<file path="config.mk">
export PLATFORM = sky130hd
export DESIGN_NAME = pdm_rss_sequencer
export DESIGN_NICKNAME = d
export VERILOG_FILES = /design/src/rtl/pdm_rss_sequencer.sv
export SDC_FILE = /design/constraint.sdc
export NUM_CORES = 1
export LEC_CHECK = 0
export CAP_MARGIN = 40
export CORE_MARGIN = 1
export CORE_UTILIZATION = 40
export DETAILED_ROUTE_END_ITERATION = 12
export GPL_TIMING_DRIVEN = 0
export PLACE_DENSITY = 0.71
export SYNTH_ARGS = -nofsm -noshare
export SYNTH_HDL_FRONTEND = slang
export SYNTH_SLANG_ARGS = --single-unit
</file>
<file path="constraint.sdc">
create_clock -name clk -period 2.1 [get_ports clk]
set_input_delay 0.21 -clock clk [delete_from_list [all_inputs] [get_ports clk]]
set_output_delay 0.21 -clock clk [all_outputs]
set_load 0.02 [all_outputs]
</file>
<file path="src/rtl/pdm_rss_sequencer.sv">
// pdm_rss_sequencer
// Control and timing sequencer for a stereo pair of RSS PDM demodulator
// filters that share one PDM data line. The block generates the microphone
// clock, splits the line into left/right bit streams with write strobes,
// resets the filters on start, tracks decimation phase, discards warm-up
// outputs and hands each left/right pair out on a valid/ready interface
// with a sticky overrun flag.
module pdm_rss_sequencer #(
    parameter int N       = 16,
    parameter int CLK_DIV = 4,
    parameter int R       = 10,
    parameter int SETTLE  = 4
) (
    input  logic         clk,
    input  logic         rst,
    input  logic         en,
    input  logic         pdm_data,
    output logic         pdm_clk,
    output logic         filt_rst,
    output logic         we_l,
    output logic         we_r,
    output logic         bit_l,
    output logic         bit_r,
    input  logic [N-1:0] filt_out_l,
    input  logic [N-1:0] filt_out_r,
    output logic [N-1:0] sample_l,
    output logic [N-1:0] sample_r,
    output logic         sample_valid,
    input  logic         sample_ready,
    output logic         overrun,
    input  logic         clr_overrun,
    output logic [1:0]   state
);

    localparam int HALF = CLK_DIV / 2;
    localparam int DW   = (CLK_DIV > 2) ? $clog2(CLK_DIV) : 1;
    localparam int PW   = $clog2(R + 1);
    localparam int SW   = $clog2(SETTLE + 2);

    localparam logic [1:0] ST_IDLE   = 2'd0;
    localparam logic [1:0] ST_FRST   = 2'd1;
    localparam logic [1:0] ST_SETTLE = 2'd2;
    localparam logic [1:0] ST_RUN    = 2'd3;

    // Registered state
    logic [1:0]    state_q, state_d;
    logic          frst_cnt_q, frst_cnt_d;
    logic [DW-1:0] div_cnt_q, div_cnt_d;
    logic [PW-1:0] ph_q, ph_d;
    logic [SW-1:0] settle_cnt_q, settle_cnt_d;
    logic          pdm_clk_q, pdm_clk_d;
    logic          filt_rst_q, filt_rst_d;
    logic          we_l_q, we_l_d;
    logic          we_r_q, we_r_d;
    logic          bit_l_q, bit_l_d;
    logic          bit_r_q, bit_r_d;
    logic [N-1:0]  sample_l_q, sample_l_d;
    logic [N-1:0]  sample_r_q, sample_r_d;
    logic          valid_q, valid_d;
    logic          overrun_q, overrun_d;

    // Decoded conditions of the current cycle
    logic active_s;
    logic active_d_s;
    logic div_last_s;
    logic div_lsamp_s;
    logic capture_s;
    logic load_s;

    // Next-state logic: FSM, divider, channel split, decimation, handshake
    always_comb begin
        active_s    = (state_q == ST_SETTLE) || (state_q == ST_RUN);
        div_last_s  = (div_cnt_q == DW'(CLK_DIV - 1));
        div_lsamp_s = (div_cnt_q == DW'(HALF - 1));
        // The we_r that closes a capture period happens at div_cnt==0, so the
        // right filter output is settled one cycle later, at div_cnt==1.
        capture_s   = active_s && (div_cnt_q == DW'(1)) && (ph_q == PW'(R));
        load_s      = capture_s && (state_q == ST_RUN);

        state_d = state_q;
        case (state_q)
            ST_IDLE: begin
                if (en) begin
                    state_d = ST_FRST;
                end else begin
                    state_d = ST_IDLE;
                end
            end
            ST_FRST: begin
                if (!en) begin
                    state_d = ST_IDLE;
                end else if (frst_cnt_q) begin
                    state_d = (SETTLE == 0) ? ST_RUN : ST_SETTLE;
                end else begin
                    state_d = ST_FRST;
                end
            end
            ST_SETTLE: begin
                if (!en && div_last_s) begin
                    state_d = ST_IDLE;
                end else if (capture_s && (settle_cnt_q == SW'(SETTLE - 1))) begin
                    state_d = ST_RUN;
                end else begin
                    state_d = ST_SETTLE;
                end
            end
            ST_RUN: begin
                if (!en && div_last_s) begin
                    state_d = ST_IDLE;
                end else begin
                    state_d = ST_RUN;
                end
            end
            default: begin
                state_d = ST_IDLE;
            end
        endcase

        active_d_s = (state_d == ST_SETTLE) || (state_d == ST_RUN);

        // Second FRST cycle is flagged so FRST lasts exactly two cycles
        frst_cnt_d = (state_q == ST_FRST) && (state_d == ST_FRST);

        if (active_s && active_d_s) begin
            if (div_last_s) begin
                div_cnt_d = {DW{1'b0}};
            end else begin
                div_cnt_d = div_cnt_q + DW'(1);
            end
        end else begin
            div_cnt_d = {DW{1'b0}};
        end

        pdm_clk_d  = active_d_s && (div_cnt_d < DW'(HALF));
        filt_rst_d = !active_d_s;

        // Left bit is sampled late in the high phase, right bit late in the
        // low phase; the right strobe still issues if the stop lands on it.
        we_l_d = active_s && active_d_s && div_lsamp_s;
        we_r_d = active_s && div_last_s;

        if (we_l_d) begin
            bit_l_d = pdm_data;
        end else begin
            bit_l_d = bit_l_q;
        end

        if (we_r_d) begin
            bit_r_d = pdm_data;
        end else begin
            bit_r_d = bit_r_q;
        end

        if (state_q == ST_FRST) begin
            ph_d = {PW{1'b0}};
        end else if (we_l_d) begin
            if (ph_q == PW'(R)) begin
                ph_d = PW'(1);
            end else begin
                ph_d = ph_q + PW'(1);
            end
        end else begin
            ph_d = ph_q;
        end

        if (state_q == ST_FRST) begin
            settle_cnt_d = {SW{1'b0}};
        end else if ((state_q == ST_SETTLE) && capture_s) begin
            settle_cnt_d = settle_cnt_q + SW'(1);
        end else begin
            settle_cnt_d = settle_cnt_q;
        end

        if (load_s) begin
            sample_l_d = filt_out_l;
            sample_r_d = filt_out_r;
            valid_d    = 1'b1;
        end else if (valid_q && sample_ready) begin
            sample_l_d = sample_l_q;
            sample_r_d = sample_r_q;
            valid_d    = 1'b0;
        end else begin
            sample_l_d = sample_l_q;
            sample_r_d = sample_r_q;
            valid_d    = valid_q;
        end

        // A new overrun takes priority over a simultaneous clear
        if (load_s && valid_q && !sample_ready) begin
            overrun_d = 1'b1;
        end else if (clr_overrun) begin
            overrun_d = 1'b0;
        end else begin
            overrun_d = overrun_q;
        end
    end

    // State and output registers with asynchronous active-low reset
    always_ff @(posedge clk or negedge rst) begin
        if (!rst) begin
            state_q      <= ST_IDLE;
            frst_cnt_q   <= 1'b0;
            div_cnt_q    <= {DW{1'b0}};
            ph_q         <= {PW{1'b0}};
            settle_cnt_q <= {SW{1'b0}};
            pdm_clk_q    <= 1'b0;
            filt_rst_q   <= 1'b1;
            we_l_q       <= 1'b0;
            we_r_q       <= 1'b0;
            bit_l_q      <= 1'b0;
            bit_r_q      <= 1'b0;
            sample_l_q   <= {N{1'b0}};
            sample_r_q   <= {N{1'b0}};
            valid_q      <= 1'b0;
            overrun_q    <= 1'b0;
        end else begin
            state_q      <= state_d;
            frst_cnt_q   <= frst_cnt_d;
            div_cnt_q    <= div_cnt_d;
            ph_q         <= ph_d;
            settle_cnt_q <= settle_cnt_d;
            pdm_clk_q    <= pdm_clk_d;
            filt_rst_q   <= filt_rst_d;
            we_l_q       <= we_l_d;
            we_r_q       <= we_r_d;
            bit_l_q      <= bit_l_d;
            bit_r_q      <= bit_r_d;
            sample_l_q   <= sample_l_d;
            sample_r_q   <= sample_r_d;
            valid_q      <= valid_d;
            overrun_q    <= overrun_d;
        end
    end

    assign state        = state_q;
    assign pdm_clk      = pdm_clk_q;
    assign filt_rst     = filt_rst_q;
    assign we_l         = we_l_q;
    assign we_r         = we_r_q;
    assign bit_l        = bit_l_q;
    assign bit_r        = bit_r_q;
    assign sample_l     = sample_l_q;
    assign sample_r     = sample_r_q;
    assign sample_valid = valid_q;
    assign overrun      = overrun_q;

endmodule

</file>
==> flow_summary.toml, run 1 <==
[run_status]
status = "complete, no violations"

[yosys]
netlist_area_mm2 = 0.00229
synth.lib_cells_used.distinct = 34
ys_seq_area_frac = 0.569
synth_top_area_share = 0.558
synth-seq-cells = 52
syn-num-nets = 204
yosys_most_used_dff = "dfrtp_1"
number_of_instances_in_the_synthesized_netlist = 160
synth_edf_count = 0
yosys.cell_count.top_type = "dfrtp_1"
async_flop_share = 1.00
synth_area_leaders = "dfrtp_1 56%, mux2_4 18%, ha_1 3.3%, mux2_2 3.0%, buf_6 2.0%"
syn_area_per_cell_um2 = 14.3
synth_top_cell_by_area = "dfrtp_1"
yosys_warnings = 0
yosys-top-cells-count = "51 x dfrtp_1, 28 x mux2_4, 7 x inv_1"

[die]
initial_utilization = 0.416
design.portCount = 80
die_h_um = 77.6
fp-row-count = 27
dieArea_mm2 = 0.00603
floorplan.core_area_mm2 = 0.00551
die_width_um = 77.6

[sta]
finalCriticalPeriod_ns = 1.81
fin_skew_ns = 0.00642
max_freq_mhz = 552
setup_viol = 0
timing.final.crit_share = 0.863
rsz_0062_raised_after_global_routing = "no"
maxSlewViolCount = 0
hold_violations = 0
transition_at_the_pin_with_the_smallest_max_transition_slack_ns = 0.413
worst_slew_margin_rel = 0.724
layout_setup_ws_ns = 0.288

[power]
vdd.ir_drop.worst_uv = 742
power_per_cell_area_mw_per_mm2 = 1180
power.leakage_nw = 1.50

[critical_path]
crit_path_max_incr_delay_ns = 0.40
timing.critical_path.required_ns = 2.28
worst_path_dominant_cell_family = "buffers and inverters"
ff2ff_setup_slack_ns = 0.29
crit_cells = 7
worstSetupEndpointType = "register"
critPathLaunchType = "register"
critical_path_arrival_ns = 2.00
r2r_worst_path_depth = 7
critical_path_class = "reg2reg"
cp_num_buf_inv = 3
critical-path-top-cell-by-count = "buf_6"
reg2reg_from = "ph_q[0]"
timing.critical_path.cells = "inv_1 > ha_1 > and3b_1 > buf_6 > nand3_4 > buf_6 > mux2_4"
cp-startpoint = "ph_q[0]"
worst_path_fanout_max = 10
worst_path_max_delay_cell = "dfrtp_1"
timing.rr.end = "sample_r[14]"
cp-endpoint = "sample_r[14]"

[clock_tree]
clkSlewWorstSetupHoldPaths_ns = 0.09
clock_latency_ns = 0.30
numClockSinks = 52
h-tree-depth = 2
cts_repair_resize_count = 0
clock_tree.root_cell = "clkbuf_8"
max-clock-path-buffers = 2
cts_inserted_buffers = 5
clock_tree_from_tritoncts = "done"

[place]
place_congestion = 0.807
dp_slack_ns = 0.290
numPortBuffers = 79
post_dp_hpwl_mm = 3.08

[flow_run]
drv.max_cap_violation_count = 0

[routing]
wl_mm = 4.36
drtPass1Iterations = 4
drc_errors = 0
wirelength_met1_mm = 2.02
dr_wl_met3_um = 277
highest-signal-layer = "met4"
dr.first_iter.drc_count = 40
ant_nets = 0
avgRoutedWirePerCell_um = 13.6
vias_per_cell = 4.83
num_vias = 1550
met2WireLength_mm = 2.02

[final_layout]
final_util = 0.596
final_layout_size_suffix_gt1_frac = 0.213
layout_stage_area_growth_over_the_synthesis_result_pct = 43.5
num_antenna_cells = 0
final_nets = 292

[grt]
grtUsageTotal = 0.153
grt_antenna_before_repair = 0
vias_in_the_first_global_route = 1580
grt_max_degree = 38
first_pass_grt_wire_length_mm = 7.35
grt_overflow = 0

[hold_path]
hp-class = "in2async"
==> power by group <==
part	leakage [nW]	total (mW)	internal, mW	switching (mW)
clock	0.0414	0.561	0.238	0.323
combinational	0.825	1.77	0.967	0.802
sequential	0.632	1.54	1.34	0.196
==> cell usage in the layout, fill, tap and decap left out, drive strengths merged, types with 3 or more instances in the layout <==
master | synthesis | layout
clkdlybuf4s50 | 0 | 78
dfrtp | 51 | 51
mux2 | 34 | 34
buf | 8 | 10
inv | 7 | 7
a21oi | 6 | 6
ha | 6 | 6
nand3 | 6 | 6
clkbuf | 0 | 6
nor2b | 4 | 4
nand2b | 4 | 4
nor2 | 3 | 3
nand2 | 3 | 3
o21ai | 3 | 3
==> per-stage QoR <==
stage	setup TNS, ns	std cells	hold WS [ns]	power, mW	instance area, um2
finish	0	321	0.374	3.87	3280
global route	0	321	0.410	4.10	3280
CTS	0	321	0.380	3.91	3280
detailed placement	0	312	0.161	3.33	3180
global placement	-40.62	311	0.461	3.31	3170
floorplan	0	160	-0.0856	2.53	2290
==> worst min-delay path by stage <==
stage	to	depth (start not counted)	slack, ns
2_1_floorplan	bit_l	0	-0.09
3_3_place_gp	div_cnt_q[0]	1	0.46
3_5_place_dp	sample_l[13]	1	0.16
4_1_cts	settle_cnt_q[0]	2	0.38
5_1_grt	sample_l[11]	2	0.41
6_report	sample_l[11]	2	0.37
==> layer usage <==
| layer | vias to the layer above | track usage |
|---|---|---|
| met3 | 7 | 0.0447 |
| met4 | 0 | 0.0340 |
| met2 | 53 | 0.254 |
| met5 | - | 0 |
| met1 | 750 | 0.198 |
| li1 | 740 | - |
==> cell families (layout without fill, tap and decap cells) <==
kind of cell / count (synthesis) / in the layout / share of synthesized area
buffers and inverters: 15 / 104 / 0.0410
and+or+nand+nor: 35 / 35 / 0.0946
AOI/OAI and AO/OA: 18 / 18 / 0.0492
DFF: 52 / 52 / 0.569
adders and majority gates: 6 / 6 / 0.0328
muxes: 34 / 34 / 0.213
==> layout make-up <==
cell class	count	area (um2)
Inverter	7	26.3
Buffer	8	67.6
Multi-Input combinational cell	93	892
Timing Repair Buffer	81	816
Clock inverter	2	16.3
Sequential cell	52	1300
Clock buffer	6	72.6
Tap cell	72	90.1
Fill cell	431	2220
==> flip-flops by register name, indices dropped and copies added (netlist names) <==
signal / count
pdm_clk: 1
sample_l: 16
bit_r: 1
sample_r: 16
state: 2
settle_cnt_q: 3
we_r: 1
we_l: 1
bit_l: 1
ph_q: 4
div_cnt_q: 2
overrun: 1
sample_valid: 1
frst_cnt_q: 1
filt_rst: 1
==> timing repair <==
action                    in CTS  in global routing
hold endpoints to repair      14                  0
buffers inserted               0                  0
hold buffers                   1                  0
(Power assumes the default switching activity.)
==> run 2, diff against run 1 <==
--- a/config.mk
+++ b/config.mk
@@ -8,6 +8,7 @@
 export CAP_MARGIN = 40
 export CORE_MARGIN = 1
 export CORE_UTILIZATION = 40
+export CTS_CLUSTER_DIAMETER = 120
 export DETAILED_ROUTE_END_ITERATION = 12
 export GPL_TIMING_DRIVEN = 0
 export PLACE_DENSITY = 0.71
==> results of run 2 <==
Final layout, timing and power as in run 1 (identical DEF).
==> run 3, diff against run 2 <==
--- a/config.mk
+++ b/config.mk
@@ -9,9 +9,11 @@
 export CORE_MARGIN = 1
 export CORE_UTILIZATION = 40
 export CTS_CLUSTER_DIAMETER = 120
+export CTS_CLUSTER_SIZE = 25
 export DETAILED_ROUTE_END_ITERATION = 12
 export GPL_TIMING_DRIVEN = 0
 export PLACE_DENSITY = 0.71
+export SLEW_MARGIN = 20
 export SYNTH_ARGS = -nofsm -noshare
 export SYNTH_HDL_FRONTEND = slang
 export SYNTH_SLANG_ARGS = --single-unit
==> flow_summary.toml, run 3 (same netlist as run 1, synthesis figures left out) <==
[clock_tree]
cts_repair_resize_count = 0
numClockSinks = 52
clkSlewWorstSetupHoldPaths_ns = 0.08
clock_latency_ns = 0.30
max-clock-path-buffers = 2
h-tree-depth = 2
cts_inserted_buffers = 5
clock_tree_from_tritoncts = "done"
clock_tree.root_cell = "clkbuf_8"

[critical_path]
ff2ff_setup_slack_ns = 0.29
critical_path_arrival_ns = 1.99
worstSetupEndpointType = "register"
worst_path_dominant_cell_family = "buffers and inverters"
worst_path_fanout_max = 10
cp_num_buf_inv = 3
timing.critical_path.cells = "inv_1 > ha_1 > and3b_1 > buf_6 > nand3_4 > buf_6 > mux2_4"
critical-path-top-cell-by-count = "buf_6"
critical_path_class = "reg2reg"
critPathLaunchType = "register"
crit_path_max_incr_delay_ns = 0.40
worst_path_max_delay_cell = "dfrtp_1"
timing.critical_path.required_ns = 2.28

[final_layout]
num_antenna_cells = 0
final_util = 0.600
layout.cells.most_common = "clkdlybuf4s50_1"
final_nets = 291
n_fill_cell = 424
layout_common_cells = "78 x clkdlybuf4s50_1, 51 x dfrtp_1, 28 x mux2_4"
finish.cell_count_without_fillers = 319
final_layout_size_suffix_gt1_frac = 0.211
layout_stage_area_growth_over_the_synthesis_result_pct = 44.5

[flow_run]
drv.max_cap_violation_count = 0

[die]
floorplan.core_area_mm2 = 0.00551
die_width_um = 77.6
die_h_um = 77.6
initial_utilization = 0.416
dieArea_mm2 = 0.00603
design.portCount = 80
fp-row-count = 27

[grt]
grt_max_degree = 53
first_pass_grt_wire_length_mm = 7.29
grt_overflow = 0
grtUsageTotal = 0.154
grt_antenna_before_repair = 0
vias_in_the_first_global_route = 1577

[run_status]
status = "complete, no violations"

[sta]
hold_violations = 0
worst_slew_margin_rel = 0.572
timing.final.crit_share = 0.862
maxSlewViolCount = 0
holdWs_ns = 0.468
rsz_0062_raised_after_global_routing = "no"
max_freq_mhz = 553
setup_viol = 0
transition_at_the_pin_with_the_smallest_max_transition_slack_ns = 0.641
finalCriticalPeriod_ns = 1.81
fin_skew_ns = 0.00901

[place]
post_dp_hpwl_mm = 3.00
place_congestion = 0.807
numPortBuffers = 79
dp_cells = 311

[power]
power.leakage_nw = 1.51
power_per_cell_area_mw_per_mm2 = 1240
vdd.ir_drop.worst_uv = 691

[routing]
drtPass1Iterations = 4
avgRoutedWirePerCell_um = 13.7
ant_nets = 0
drc_errors = 0
num_vias = 1548
dr.first_iter.drc_count = 49
wl_mm = 4.38
vias_per_cell = 4.85

[hold_path]
hp-class = "in2async"
[run 3: cell types whose count changed in the layout (fill, tap and decap cells not counted)]
cell | previous run | this run
buf_12 | 1 | 0
buf_2 | 4 | 3
buf_4 | 1 | 2
bufinv_16 | 0 | 2
clkbuf_1 | 1 | 0
clkinv_4 | 1 | 0
clkinvlp_4 | 1 | 0
[run 3: area by class of cell]
type | count | area (um2) | area share
sequential | 52 | 1300 | 0.394
multi-input combinational | 93 | 892 | 0.270
timing repair buffer | 80 | 798 | 0.241
tap | 72 | 90.1 | 0.0273
clock buffer | 5 | 68.8 | 0.0208
buffer | 8 | 67.6 | 0.0204
clock inverter | 2 | 60.1 | 0.0182
inverter | 7 | 26.3 | 0.00795
[run 3: worst reg2reg max path, stage by stage, from the launching register on]
cell	delay [ns]
dfrtp_1	0.40
inv_1	0.07
ha_1	0.23
and3b_1	0.20
buf_6	0.14
nand3_4	0.14
buf_6	0.20
mux2_4	0.32
[run 3: stage by stage]
step           instance area (um2)  power, mW  TNS [ns]  worst slack [ns]
2_1_floorplan                 2290       2.53         0             0.431
3_3_place_gp                  3170       3.31    -40.62            -0.796
3_5_place_dp                  3170       3.33         0             0.290
4_1_cts                       3310       4.14         0             0.276
5_1_grt                       3310       4.32         0             0.179
6_report                      3310       4.09         0             0.290
[run 3: where the power goes]
part	leakage (nW)	switching, mW	internal [mW]
logic	0.817	0.807	0.964
clock network	0.0642	0.306	0.469
registers	0.632	0.199	1.34
total	1.51	1.31	2.77
[run 3: what timing repair did]
item                      4_1_cts  5_1_grt
setup buffers                   0        0
hold buffers                    1        0
hold endpoints to repair       51        0
[run 3: path summary, 6_finish.rpt]
path | start | end | cells after the start
max | ph_q[0] | sample_r[14] | 7
min | rst | sample_r[1] | 2
max reg2reg | ph_q[0] | sample_r[14] | 7
min reg2reg | div_cnt_q[0] | div_cnt_q[0] | 1
max in group asynchronous | rst | state[0] | 2
min in group clk | div_cnt_q[0] | div_cnt_q[0] | 1
[run 3: layer usage]
metal / track usage / up-vias / wire, um
li1: - / 735 / -
met2: 0.259 / 51 / 2060
met3: 0.0376 / 7 / 264
met1: 0.192 / 755 / 2000
met4: 0.0566 / 0 / 51
met5: 0 / - / 0
